File: config.mk
export PLATFORM = sky130hd
export DESIGN_NAME = mc_ctrl_fsm
export DESIGN_NICKNAME = d
export VERILOG_FILES = /design/src/rtl/mc_ctrl_fsm.sv
export SDC_FILE = /design/constraint.sdc
export NUM_CORES = 1
export LEC_CHECK = 0
export CORE_ASPECT_RATIO = 0.5
export CORE_MARGIN = 2
export CORE_UTILIZATION = 44
export CTS_BUF_LIST = sky130_fd_sc_hd__clkbuf_16
export DETAILED_ROUTE_END_ITERATION = 12
export PLACE_DENSITY = 0.79
export SLEW_MARGIN = 10
export SYNTH_ARGS = -nofsm -noshare
export SYNTH_HDL_FRONTEND = slang
export SYNTH_SLANG_ARGS = --single-unit
File: constraint.sdc
create_clock -name clk -period 2.8 [get_ports clk]
set_clock_uncertainty 0.1 [all_clocks]
set_input_delay 0.56 -clock clk [delete_from_list [all_inputs] [get_ports clk]]
set_output_delay 0.56 -clock clk [all_outputs]
set_load 0.01 [all_outputs]
File: src/rtl/mc_ctrl_fsm.sv
// Multi-cycle control sequencer for the MIPS datapath: one control step per clock.
// Latency: FETCH/DECODE plus 1-3 execute steps; memory states stall on mem_ready.
// Backpressure: FETCH, MEMRD and MEMWR hold the request until mem_ready is seen.
module mc_ctrl_fsm #(
  parameter int CNT_W = 32
) (
  input  logic             clk,
  input  logic             reset,
  input  logic [5:0]       opcode,
  input  logic [5:0]       funct,
  input  logic             zero,
  input  logic             mem_ready,
  output logic             pc_we,
  output logic             ir_we,
  output logic             iord,
  output logic             mem_re,
  output logic             mem_we,
  output logic             reg_we,
  output logic [1:0]       reg_dst,
  output logic [1:0]       mem_to_reg,
  output logic             alu_src_a,
  output logic [1:0]       alu_src_b,
  output logic [1:0]       ext_op,
  output logic [2:0]       alu_ctrl,
  output logic [1:0]       pc_src,
  output logic [3:0]       state,
  output logic             illegal,
  output logic [CNT_W-1:0] retire_cnt
);

  typedef enum logic [3:0] {
    S_FETCH  = 4'd0,
    S_DECODE = 4'd1,
    S_MEMADR = 4'd2,
    S_MEMRD  = 4'd3,
    S_MEMWB  = 4'd4,
    S_MEMWR  = 4'd5,
    S_RTEXEC = 4'd6,
    S_RTWB   = 4'd7,
    S_BRANCH = 4'd8,
    S_JUMP   = 4'd9,
    S_IEXEC  = 4'd10,
    S_IWB    = 4'd11,
    S_JR     = 4'd12
  } state_t;

  // Opcodes and R-type function codes understood by the sequencer.
  localparam logic [5:0] OP_RTYPE = 6'b000000;
  localparam logic [5:0] OP_LW    = 6'b100011;
  localparam logic [5:0] OP_SW    = 6'b101011;
  localparam logic [5:0] OP_BEQ   = 6'b000100;
  localparam logic [5:0] OP_J     = 6'b000010;
  localparam logic [5:0] OP_ADDI  = 6'b001000;
  localparam logic [5:0] OP_ORI   = 6'b001101;
  localparam logic [5:0] OP_LUI   = 6'b001111;

  localparam logic [5:0] FN_ADDU  = 6'b100001;
  localparam logic [5:0] FN_SUBU  = 6'b100011;
  localparam logic [5:0] FN_AND   = 6'b100100;
  localparam logic [5:0] FN_OR    = 6'b100101;
  localparam logic [5:0] FN_SLT   = 6'b101010;
  localparam logic [5:0] FN_JR    = 6'b001000;

  localparam logic [2:0] ALU_ADD  = 3'd0;
  localparam logic [2:0] ALU_SUB  = 3'd1;
  localparam logic [2:0] ALU_AND  = 3'd2;
  localparam logic [2:0] ALU_OR   = 3'd3;
  localparam logic [2:0] ALU_SLT  = 3'd4;
  localparam logic [2:0] ALU_LUI  = 3'd5;

  // State-decoded (Moore) control word, registered alongside the state.
  // pc_jmp is the unconditional PC write of JUMP/JR; the conditional
  // FETCH and BRANCH writes are formed from live inputs below.
  typedef struct packed {
    logic       iord;
    logic       mem_re;
    logic       mem_we;
    logic       reg_we;
    logic [1:0] reg_dst;
    logic [1:0] mem_to_reg;
    logic       alu_src_a;
    logic [1:0] alu_src_b;
    logic [1:0] ext_op;
    logic [2:0] alu_ctrl;
    logic [1:0] pc_src;
    logic       pc_jmp;
  } ctl_t;

  function automatic logic is_rt_alu(input logic [5:0] fn);
    return (fn == FN_ADDU) || (fn == FN_SUBU) || (fn == FN_AND) ||
           (fn == FN_OR)   || (fn == FN_SLT);
  endfunction

  function automatic logic [2:0] rt_alu_ctrl(input logic [5:0] fn);
    logic [2:0] a;
    case (fn)
      FN_SUBU: a = ALU_SUB;
      FN_AND:  a = ALU_AND;
      FN_OR:   a = ALU_OR;
      FN_SLT:  a = ALU_SLT;
      default: a = ALU_ADD;
    endcase
    return a;
  endfunction

  function automatic logic is_supported(input logic [5:0] op, input logic [5:0] fn);
    logic ok;
    case (op)
      OP_RTYPE: ok = is_rt_alu(fn) || (fn == FN_JR);
      OP_LW, OP_SW, OP_BEQ, OP_J, OP_ADDI, OP_ORI, OP_LUI: ok = 1'b1;
      default:  ok = 1'b0;
    endcase
    return ok;
  endfunction

  function automatic state_t next_state(input state_t s, input logic [5:0] op,
                                        input logic [5:0] fn, input logic rdy);
    state_t n;
    case (s)
      S_FETCH:  n = rdy ? S_DECODE : S_FETCH;
      S_DECODE: begin
        case (op)
          OP_RTYPE: begin
            if (is_rt_alu(fn))     n = S_RTEXEC;
            else if (fn == FN_JR)  n = S_JR;
            else                   n = S_FETCH;
          end
          OP_LW, OP_SW:             n = S_MEMADR;
          OP_BEQ:                   n = S_BRANCH;
          OP_J:                     n = S_JUMP;
          OP_ADDI, OP_ORI, OP_LUI:  n = S_IEXEC;
          default:                  n = S_FETCH;
        endcase
      end
      S_MEMADR: n = (op == OP_LW) ? S_MEMRD : S_MEMWR;
      S_MEMRD:  n = rdy ? S_MEMWB : S_MEMRD;
      S_MEMWR:  n = rdy ? S_FETCH : S_MEMWR;
      S_RTEXEC: n = S_RTWB;
      S_IEXEC:  n = S_IWB;
      default:  n = S_FETCH;
    endcase
    return n;
  endfunction

  // An instruction completes on each of these transitions back into FETCH.
  function automatic logic retires(input state_t s, input logic rdy);
    logic r;
    case (s)
      S_MEMWB, S_RTWB, S_BRANCH, S_JUMP, S_JR, S_IWB: r = 1'b1;
      S_MEMWR: r = rdy;
      default: r = 1'b0;
    endcase
    return r;
  endfunction

  function automatic ctl_t ctl_for(input state_t s, input logic [5:0] op,
                                   input logic [5:0] fn);
    ctl_t c;
    c = '0;
    case (s)
      S_FETCH: begin
        c.mem_re    = 1'b1;
        c.alu_src_b = 2'd1;
      end
      S_DECODE: begin
        c.alu_src_b = 2'd3;
        c.ext_op    = 2'd1;
      end
      S_MEMADR: begin
        c.alu_src_a = 1'b1;
        c.alu_src_b = 2'd2;
        c.ext_op    = 2'd1;
      end
      S_MEMRD: begin
        c.iord   = 1'b1;
        c.mem_re = 1'b1;
      end
      S_MEMWB: begin
        c.reg_we     = 1'b1;
        c.mem_to_reg = 2'd1;
      end
      S_MEMWR: begin
        c.iord   = 1'b1;
        c.mem_we = 1'b1;
      end
      S_RTEXEC: begin
        c.alu_src_a = 1'b1;
        c.alu_ctrl  = rt_alu_ctrl(fn);
      end
      S_RTWB: begin
        c.reg_we  = 1'b1;
        c.reg_dst = 2'd1;
      end
      S_BRANCH: begin
        c.alu_src_a = 1'b1;
        c.alu_ctrl  = ALU_SUB;
        c.pc_src    = 2'd1;
      end
      S_JUMP: begin
        c.pc_src = 2'd2;
        c.pc_jmp = 1'b1;
      end
      S_JR: begin
        c.pc_src = 2'd3;
        c.pc_jmp = 1'b1;
      end
      S_IEXEC: begin
        c.alu_src_a = 1'b1;
        c.alu_src_b = 2'd2;
        case (op)
          OP_ORI:  c.alu_ctrl = ALU_OR;
          OP_LUI:  c.alu_ctrl = ALU_LUI;
          default: begin
            c.ext_op   = 2'd1;
            c.alu_ctrl = ALU_ADD;
          end
        endcase
      end
      S_IWB: begin
        c.reg_we = 1'b1;
      end
      default: c = '0;
    endcase
    return c;
  endfunction

  state_t state_q;
  state_t state_nxt;
  ctl_t   ctl_q;

  assign state_nxt = next_state(state_q, opcode, funct, mem_ready);

  // Sequencer: state, its registered control word, illegal pulse and retire counter.
  always_ff @(posedge clk) begin
    if (reset) begin
      state_q    <= S_FETCH;
      ctl_q      <= ctl_for(S_FETCH, opcode, funct);
      illegal    <= 1'b0;
      retire_cnt <= '0;
    end else begin
      state_q    <= state_nxt;
      ctl_q      <= ctl_for(state_nxt, opcode, funct);
      illegal    <= (state_q == S_DECODE) && !is_supported(opcode, funct);
      if (retires(state_q, mem_ready)) begin
        retire_cnt <= retire_cnt + CNT_W'(1);
      end
    end
  end

  // PC/IR writes that depend on live inputs; suppressed while reset is held
  // so a reset never lets a fetch or branch commit.
  assign pc_we = !reset && (((state_q == S_FETCH) && mem_ready) ||
                            ((state_q == S_BRANCH) && zero) ||
                            ctl_q.pc_jmp);
  assign ir_we = !reset && (state_q == S_FETCH) && mem_ready;

  assign iord       = ctl_q.iord;
  assign mem_re     = ctl_q.mem_re;
  assign mem_we     = ctl_q.mem_we;
  assign reg_we     = ctl_q.reg_we;
  assign reg_dst    = ctl_q.reg_dst;
  assign mem_to_reg = ctl_q.mem_to_reg;
  assign alu_src_a  = ctl_q.alu_src_a;
  assign alu_src_b  = ctl_q.alu_src_b;
  assign ext_op     = ctl_q.ext_op;
  assign alu_ctrl   = ctl_q.alu_ctrl;
  assign pc_src     = ctl_q.pc_src;
  assign state      = state_q;

endmodule
==> reports/qor.csv <==
stage,metric,value,unit
synthesis,ys_warn_count,0,
floorplan,die_h,61.56,um
finish,syn_to_final_growth,32.53,%
synthesis,yosysTopAreaCellShare,0.3639,
clocking,cts_sinks,53,
clocking,cts_resized,0,
sta,drv_slew,0,
synthesis,synthArstFlopShare,0,
sta,min_period,2681,ps
sta,tightest_slew,535.7,ps
global_route,gr-usage-all-layers,0.2004,
finish,n_fill_cell,532,
synthesis,syn_area_per_cell,8.426,um^2
finish,largest_register_ffs,32,
floorplan,io_pins,73,
run_status,status,"finished, final reports clean",
detailed_routing,drt-pass1-iter-count,4,
global_route,grt_pass1_wl,11790,um
finish,antenna_cells,0,
synthesis,ys_types,65,
worst_hold_path,holdPathStages,2,
synthesis,synth.largest_area_cell,dfxtp_1,
synthesis,synth_area_leaders,"dfxtp_1 (36%), xnor2_1 (5.4%), nor2_1 (5.3%)",
place,io_buffers,69,
detailed_routing,dr.first_iter.drc_count,157,
finish,multiInputGateArea,0.001628,mm^2
critical_path,reg2reg_depth,6,
synthesis,ys_seq_elements,53,
critical_path,critPathRequiredTime,2900,ps
critical_path,crit_path_end_kind,flop,
sta,rsz0062_at_grt,no,
clocking,postCtsSetupRepairBufs,0,
clocking,htreeDepth,2,
clocking,insertion_delay,290,ps
synthesis,syn_area,0.002915,mm^2
detailed_routing,vias,2775,
detailed_routing,drc_errors,0,
critical_path,start_kind,input pin,
finish,largest_register,retire_cnt,
finish,ff_latch_area,0.001062,mm^2
critical_path,critPathMaxFanout,5,
clocking,tritoncts,built,
finish,fin_util,0.6201,
worst_hold_path,min_from,retire_cnt[31],
sta,hold_viol,0,
clocking,clk_pin_slew_worst_paths,70,ps
power_and_ir_drop,ir_worst_vdd,0.0002231,V
critical_path,r2r_end,alu_ctrl[0],
critical_path,arrival,2780,ps
floorplan,dieArea,0.007332,mm^2
sta,max_freq,0.3730,GHz
sta,fin_tns_setup,0,ps
synthesis,ys.flop_type,dfxtp_1,
clocking,ctsLongestPathBuffers,2,
power_and_ir_drop,p_leak,1.294,nW
power_and_ir_drop,power,0.001520,W
synthesis,netlist_instances,346,
finish,final_net_count,433,
floorplan,num_rows,20,
global_route,grt_antenna_before_repair,0,
floorplan,core_area,0.006231,mm^2
critical_path,critPathKind,input pin to flop,
floorplan,die_w,119.1,um
clocking,cts_buffers,5,
synthesis,synth_edf_count,0,
detailed_routing,wirelength,7028,um
power_and_ir_drop,power_density,393.3,mW/mm^2
place,place_hpwl,5298,um
critical_path,ff2ff_setup_slack,370,ps
synthesis,ys_seq_area_frac,0.3639,
job,maxCapViolCount,0,
detailed_routing,detail_route.wl_per_cell,13.92,um
clocking,cts_root_buf,clkbuf_16,
floorplan,initial_core_util,0.4679,
sta,min_period_over_period,0.9576,
clocking,postCtsHoldBufs,0,
global_route,grt_max_degree,51,
sta,max_slew_margin,0.6429,
place,gp_congestion,0.8429,
sta,setup_violations,0,
worst_hold_path,hold_class,flop to flop,
finish,drive_gt1_frac,0.1319,
worst_hold_path,whs_endpoint,retire_cnt[31],
critical_path,r2r-start,state[0],
detailed_routing,vias_per_cell,5.495,
global_route,grt_pass1_vias,2600,
detailed_routing,antenna_left,0,
global_route,overflow,0,
-- area by class of cell --
class | count | area share
Inverter | 7 | 0.006801
Sequential cell | 53 | 0.2749
Tap cell | 88 | 0.02850
Clock inverter | 3 | 0.005505
Clock buffer | 5 | 0.03238
Timing Repair Buffer | 96 | 0.2306
Multi-Input combinational cell | 253 | 0.4213
-- logic make-up after synthesis --
group	after synthesis	share of synthesized area
AO/OA/AOI/OAI	56	0.1434
XOR/XNOR	25	0.07511
adder cells (fa/ha/maj)	2	0.007725
buffers and inverters	42	0.08026
flip-flops	53	0.3639
multiplexers	3	0.01244
other	1	0.001286
AND/OR/NAND/NOR	164	0.3159
-- stage by stage --
step	hold slack, ps	worst slack [ps]	std cells	cell area [um^2]
2_1_floorplan	395.9	355.6	348	2923
3_3_place_gp	373.2	-70.74	497	3714
3_5_place_dp	384.4	-168.0	497	3714
4_1_cts	397.3	77.13	505	3860
5_1_grt	419.3	15.62	505	3864
6_report	401.0	118.8	505	3864
-- worst max-delay path by stage --
stage | to | cells past startpoint | start
after floorplan | alu_ctrl[0] | 7 | opcode[3]
after global routing | alu_ctrl[0] | 7 | opcode[0]
final | alu_ctrl[0] | 7 | opcode[0]
after detailed placement | alu_ctrl[0] | 7 | opcode[0]
after CTS | pc_we | 5 | mem_ready
after global placement | alu_ctrl[0] | 7 | opcode[0]
-- power by group --
group	switching (W)	internal [W]
registers	0.00000409	0.000758
clock network	0.000282	0.000333
logic	0.0000690	0.0000735
total	0.000355	0.00116
-- placed cells by master (no fill, tap or decap), types with 5 or more instances in the layout --
cell and n:
clkdlybuf4s50_1 67, dfxtp_1 52, nor2_1 41, buf_4 27, nand2_1 19, xnor2_1 18
nand3_1 17, a21oi_1 17, nor4_1 12, nor3_1 9, nand4_1 8, inv_1 7
nand2b_1 7, and2_1 7, o21ai_0 7, xor2_1 7, or3_1 7, and3_1 5
clkbuf_16 5
-- layer usage --
| metal | vias to the layer above | GRT usage | part of all wire |
|---|---|---|---|
| met2 | 79 | 0.3892 | 0.52 |
| li1 | 1366 | - | - |
| met1 | 1323 | 0.2348 | 0.42 |
| met4 | 0 | 0.05952 | 0.0097 |
| met3 | 7 | 0.03704 | 0.050 |
| met5 | - | 0 | 0 |
-- critical path, cell delays in order --
cell and delay, ps:
clkdlybuf4s50_1 460, or4b_1 560, o311ai_0 130, o2111ai_1 260
a21o_1 250, mux2_4 300, a311oi_2 250
-- cells in the mapped netlist, types with 2 or more instances --
cell	number
o21ai_0	7
nand4b_1	3
a221oi_1	2
nor3_1	9
nand2_1	19
or3_1	7
o31ai_1	4
clkbuf_1	11
nor2_1	41
and2_1	7
and3_1	5
a21oi_1	17
a31oi_1	2
dfxtp_1	53
a21o_1	2
inv_1	7
nand3_1	17
or4_4	2
nand2b_1	7
nor3b_1	3
a211oi_2	3
buf_2	6
or4_1	3
o2111ai_1	2
xnor2_1	18
nor2b_1	3
nor4bb_1	2
nand3b_1	2
nor4_1	12
nand4_1	8
or4b_1	2
xor2_1	7
and4_1	3
o311ai_0	2
buf_4	16
a22oi_1	2
o211ai_1	2
Power figures use the tool's default switching activity.
